===== config.mk =====
export PLATFORM = sky130hd
export DESIGN_NAME = mux_sel_scanner
export DESIGN_NICKNAME = d
export VERILOG_FILES = /design/src/rtl/mux_sel_scanner.sv
export SDC_FILE = /design/constraint.sdc
export NUM_CORES = 1
export LEC_CHECK = 0
export CAP_MARGIN = 10
export CORE_ASPECT_RATIO = 1.25
export CORE_MARGIN = 2
export CORE_UTILIZATION = 51
export DETAILED_ROUTE_END_ITERATION = 6
export PLACE_DENSITY = 0.75
export SLEW_MARGIN = 20
export SYNTH_ARGS = -nofsm -noshare
export SYNTH_HDL_FRONTEND = slang
export SYNTH_SLANG_ARGS = --single-unit

===== constraint.sdc =====
create_clock -name CLK -period 2.1 [get_ports CLK]
set_input_delay 0.42 -clock CLK [delete_from_list [all_inputs] [get_ports CLK]]
set_output_delay 0.42 -clock CLK [all_outputs]
set_load 0.01 [all_outputs]

===== src/rtl/mux_sel_scanner.sv =====
// Channel scanner for the 4:1 mux: steps SEL through the enabled channels, dwells DWELL
// cycles on each and emits the fed-back mux output tagged with its channel.
module mux_sel_scanner #(
    parameter int unsigned DWELL  = 4,
    parameter int unsigned DATA_W = 2
) (
    input  logic              CLK,
    input  logic              RST_N,
    input  logic              START,
    input  logic              STOP,
    input  logic              MODE,
    input  logic [3:0]        EN_MASK,
    input  logic [DATA_W-1:0] X_IN,
    output logic [1:0]        SEL,
    output logic              SAMPLE_VALID,
    output logic [DATA_W-1:0] SAMPLE_DATA,
    output logic [1:0]        SAMPLE_CH,
    output logic              BUSY,
    output logic              DONE
);

    typedef enum logic [0:0] {StIdle, StScan} state_e;

    state_e            state_q, state_d;
    logic [7:0]        cnt_q, cnt_d;
    logic [1:0]        sel_q, sel_d;
    logic [3:0]        mask_q, mask_d;
    logic              mode_q, mode_d;
    logic              valid_q, valid_d;
    logic [DATA_W-1:0] data_q, data_d;
    logic [1:0]        ch_q, ch_d;
    logic              done_q, done_d;

    function automatic logic [1:0] lowest_ch(input logic [3:0] mask);
        lowest_ch = 2'd0;
        for (int i = 3; i >= 0; i--) begin
            if (mask[i]) lowest_ch = 2'(i);
        end
    endfunction

    // Smallest positive offset wins; a single-channel mask falls back to cur.
    function automatic logic [1:0] next_ch(input logic [1:0] cur, input logic [3:0] mask);
        logic [1:0] c;
        next_ch = cur;
        for (int i = 3; i >= 1; i--) begin
            c = cur + 2'(i);
            if (mask[c]) next_ch = c;
        end
    endfunction

    function automatic logic is_highest(input logic [1:0] cur, input logic [3:0] mask);
        is_highest = 1'b1;
        for (int i = 0; i < 4; i++) begin
            if (mask[i] && (i > int'(cur))) is_highest = 1'b0;
        end
    endfunction

    always_comb begin
        state_d = state_q;
        cnt_d   = cnt_q;
        sel_d   = sel_q;
        mask_d  = mask_q;
        mode_d  = mode_q;
        valid_d = 1'b0;
        data_d  = data_q;
        ch_d    = ch_q;
        done_d  = 1'b0;
        unique case (state_q)
            StIdle: begin
                if (START && !STOP && (EN_MASK != 4'd0)) begin
                    state_d = StScan;
                    mask_d  = EN_MASK;
                    mode_d  = MODE;
                    sel_d   = lowest_ch(EN_MASK);
                    cnt_d   = 8'd0;
                end
            end
            StScan: begin
                if (STOP) begin
                    state_d = StIdle;
                    cnt_d   = 8'd0;
                end else if (cnt_q == 8'(DWELL - 1)) begin
                    valid_d = 1'b1;
                    data_d  = X_IN;
                    ch_d    = sel_q;
                    cnt_d   = 8'd0;
                    if (!mode_q && is_highest(sel_q, mask_q)) begin
                        done_d  = 1'b1;
                        state_d = StIdle;
                    end else begin
                        sel_d = next_ch(sel_q, mask_q);
                    end
                end else begin
                    cnt_d = cnt_q + 8'd1;
                end
            end
            default: state_d = StIdle;
        endcase
    end

    always_ff @(posedge CLK) begin
        if (!RST_N) begin
            state_q <= StIdle;
            cnt_q   <= 8'd0;
            sel_q   <= 2'd0;
            mask_q  <= 4'd0;
            mode_q  <= 1'b0;
            valid_q <= 1'b0;
            data_q  <= '0;
            ch_q    <= 2'd0;
            done_q  <= 1'b0;
        end else begin
            state_q <= state_d;
            cnt_q   <= cnt_d;
            sel_q   <= sel_d;
            mask_q  <= mask_d;
            mode_q  <= mode_d;
            valid_q <= valid_d;
            data_q  <= data_d;
            ch_q    <= ch_d;
            done_q  <= done_d;
        end
    end

    assign SEL          = sel_q;
    assign SAMPLE_VALID = valid_q;
    assign SAMPLE_DATA  = data_q;
    assign SAMPLE_CH    = ch_q;
    assign BUSY         = (state_q == StScan);
    assign DONE         = done_q;

endmodule


==> out/summary.md <==
With fillers left out, the area of the finished cells amounts to 0.00152 sq mm. The number of clock sinks was 22; the worst relative slew slack was 72.7%. The tools report the area of the mapped netlist as 0.00118 sq mm. The share of final-layout standard cells stronger than drive strength 1 works out to 13.4%. The number of synthesized flops with an enable pin is 0. TritonCTS built the clock tree. The completed layout was analyzed and its total power is 0.914 mW. The residual antenna-violating net count after detailed routing is 0, and the area inside the core boundary is 0.00219 sq mm. The net count after synthesis is 144.

The routed layout has 1035 vias. The logs give 1 for the depth of the CTS H-tree and 2 for the worst-case clock buffer depth. The relative area change from synthesis to final layout is 29.0%, and the total of max-cap violations is 0. At the worst endpoint, the required time is 2.30 ns. The clock root buffer was clkbuf_4.

Number of primary I/O pins: 20. The worst-margin pin slew was 0.408 ns. The flow ran to the end, and the final reports show no timing, DRC or antenna violations. Summed over all layers, the routed wires come to 2.61 mm. The critical path is of the reg -> reg type. Broken down by cell family, the worst path's largest delay share belongs to simple AND/OR/NAND/NOR gates.

Setup violations remaining at the end of the flow were counted as 0. For this design the ratio of total power to cell area is 602 mW/mm^2. The tools report the sequential-to-total area share from yosys stat as 37.4%. The slowest stage of the critical path is the or4b_4 cell. The worst setup path is launched from a register. The post-synthesis sequential element count came out at 22.

Walking the worst path, the cells encountered are ha_1 > or4b_4 > nor2_2 > nor2_1 > o21ai_2 > nor2_1. For the full die area, the log shows 0.00271 sq mm. The run gives 0 as the post-CTS setup repair buffer count. The logs give 0 ns for the summed negative setup slack over all endpoints and 511 MHz for the upper clock frequency limit. The number of buffers added to fix hold violations after cts is 0, and the clock-pin transition on the worst setup and hold timing paths is 0.13 ns. The initial cell density of the core was 53.8%. The logs give 1126 for the number of global-route vias before repair and 38 for the count of distinct cell types in the synthesized netlist.

For this run, the post-layout net count is 173. The number of remaining DRC errors is 0, and the all-layer global routing usage is 23.0%. The tools report the endpoint kind of the worst setup timing path as a register. In the finished design, the share of the clock period the worst path needs comes to 93.2%. For the initial antenna violation count, the log shows 0. In this run the vertical extent of the chip is 57.7 um. The count of buffer and inverter cells on the critical path is 0. After detailed placement, the total cell area comes to 0.00146 sq mm. Buffers placed on the I/O ports in this run total 19. The share of synthesized flip-flops with an asynchronous set or reset is 0%.

Setup repair after global routing left no endpoint under its margin. In the final routed layout, each cell accounts on average for 13.9 um. The congestion estimate from routability-driven global placement came to 0.865. The later pin in the worst-skew pair is clocked with a latency of 0.31 ns. OpenSTA, run right after detailed placement, puts the worst setup slack at -0.0988 ns. Before antenna repair, the detailed router went through 4 iterations. The filler cells instantiated in the layout total 192. A synthesized cell averages 9.13 sq um.

Setup slack closes at 0.142 ns. In the layout the commonest cells are nor2_1 (22), dfxtp_1 (21), clkdlybuf4s50_1 (19), mux2i_1 (12), buf_4 (9). The total congestion overflow was 0. The cell row count was 19; the detailed router's first-iteration violation count was 15. The number of buffers created by CTS came out at 3.

Entering global routing, the biggest net connects 14 pins. Using the TritonRoute via totals, the vias-per-cell ratio works out to 5.51. For the worst setup path, the data arrival time is 2.16 ns. Number of diodes: 0.

In this run the worst path has a maximum fanout of 8. Counting every instance in the synthesized netlist gives 129. The tools report the peak ir drop on the vdd network as 407 uV.

The tools report the total of cells resized after clock tree synthesis as 0. Across the routed clock network, the largest skew measured is 0.00379 ns. Counting tap cells, the placed design contains a total of 184 instances. The number of max-slew violations in the final report was 0; the static leakage was 0.594 nW. The tightest min-delay check is of the reg -> reg type. After layout, the minimum clock period comes to 1.96 ns. For the final hold violation count, the log shows 0. The flip-flop cell with the highest count after synthesis was dfxtp_1. The most common library cell in the layout ignoring fill and taps is nor2_1. The run gives 188 as the number of standard cells in the final layout excluding fillers.

The first-pass GRT wire length is 4.65 mm, and the x dimension of the die is 47.0 um. The Yosys step of the flow raised 0 warnings. The HPWL after detailed placement was 2.00 mm. The largest single stage delay on the critical path is 0.51 ns. The critical path's most frequent cell was nor2_1.
-- tightest hold or removal path, delay by kind of cell, from the launching register on --
family           cells  cell delay (ns)
AND/OR/NAND/NOR      1             0.05
flip-flops           1             0.34
AO/OA/AOI/OAI        1             0.05
-- cell type report --
| class | instances | area, sq um | share of cell area, % |
|---|---|---|---|
| Clock buffer | 3 | 22.5 | 1.48 |
| Clock inverter | 1 | 30.0 | 1.98 |
| Inverter | 6 | 22.5 | 1.48 |
| Multi-Input combinational cell | 97 | 706 | 46.5 |
| Sequential cell | 22 | 442 | 29.1 |
| Tap cell | 31 | 38.8 | 2.55 |
| Timing Repair Buffer | 28 | 258 | 17.0 |
-- registers in the layout (all words and copies together) (netlist names), 2 cells and up --
signal       cells
mask_q           4
SEL              2
SAMPLE_CH        2
SAMPLE_DATA      2
cnt_q            8
-- final timing paths --
path                                   start      endpoint  slack [ns]  cells after the start
worst min register to register  SAMPLE_CH[0]  SAMPLE_CH[0]        0.47                      2
worst max register to register      cnt_q[0]      cnt_q[0]        0.14                      6
worst min-delay path            SAMPLE_CH[0]  SAMPLE_CH[0]        0.47                      2
worst max-delay path                cnt_q[0]      cnt_q[0]        0.14                      6
-- power by group --
part | leakage, nW | switching [mW] | internal (mW)
Clock | 0.0279 | 0.131 | 0.193
Sequential | 0.179 | 0.0166 | 0.428
Combinational | 0.387 | 0.0690 | 0.0763
Total | 0.594 | 0.217 | 0.697
-- per-layer routing --
metal  routed length (um)  up-vias  GRT usage, %
li1                     -      515             -
met1                 1070      496          24.8
met2                 1420       20          42.7
met3                   82        4          3.43
met4                   36        0          8.73
met5                    0        -             0
-- cell families after synthesis --
family,share of synthesized area [%]
buf+inv,3.40
xor+xnor,5.21
simple gates,25.1
fa+ha+maj,4.25
compound gates,10.6
flops,37.4
mux,14.0
-- Yosys cell counts, drive strengths merged (3+ instances only) --
master | n | area, sq um
dfxtp | 22 | 440
o21ai | 3 | 18.8
inv | 6 | 22.5
mux2i | 12 | 120
nand3 | 5 | 25.0
a21oi | 4 | 20.0
nor3 | 4 | 20.0
nand2 | 7 | 26.3
xnor2 | 3 | 26.3
ha | 4 | 50.1
xor2 | 4 | 35.0
nor2 | 23 | 88.8
-- metrics by stage --
stage	hold WS, ns	util [%]
CTS	0.473	69.0
floorplan	0.456	-
detailed placement	0.456	66.6
global placement	0.449	66.6
finish	0.473	69.5
global route	0.497	69.5
Power figures use the tool's default switching activity.
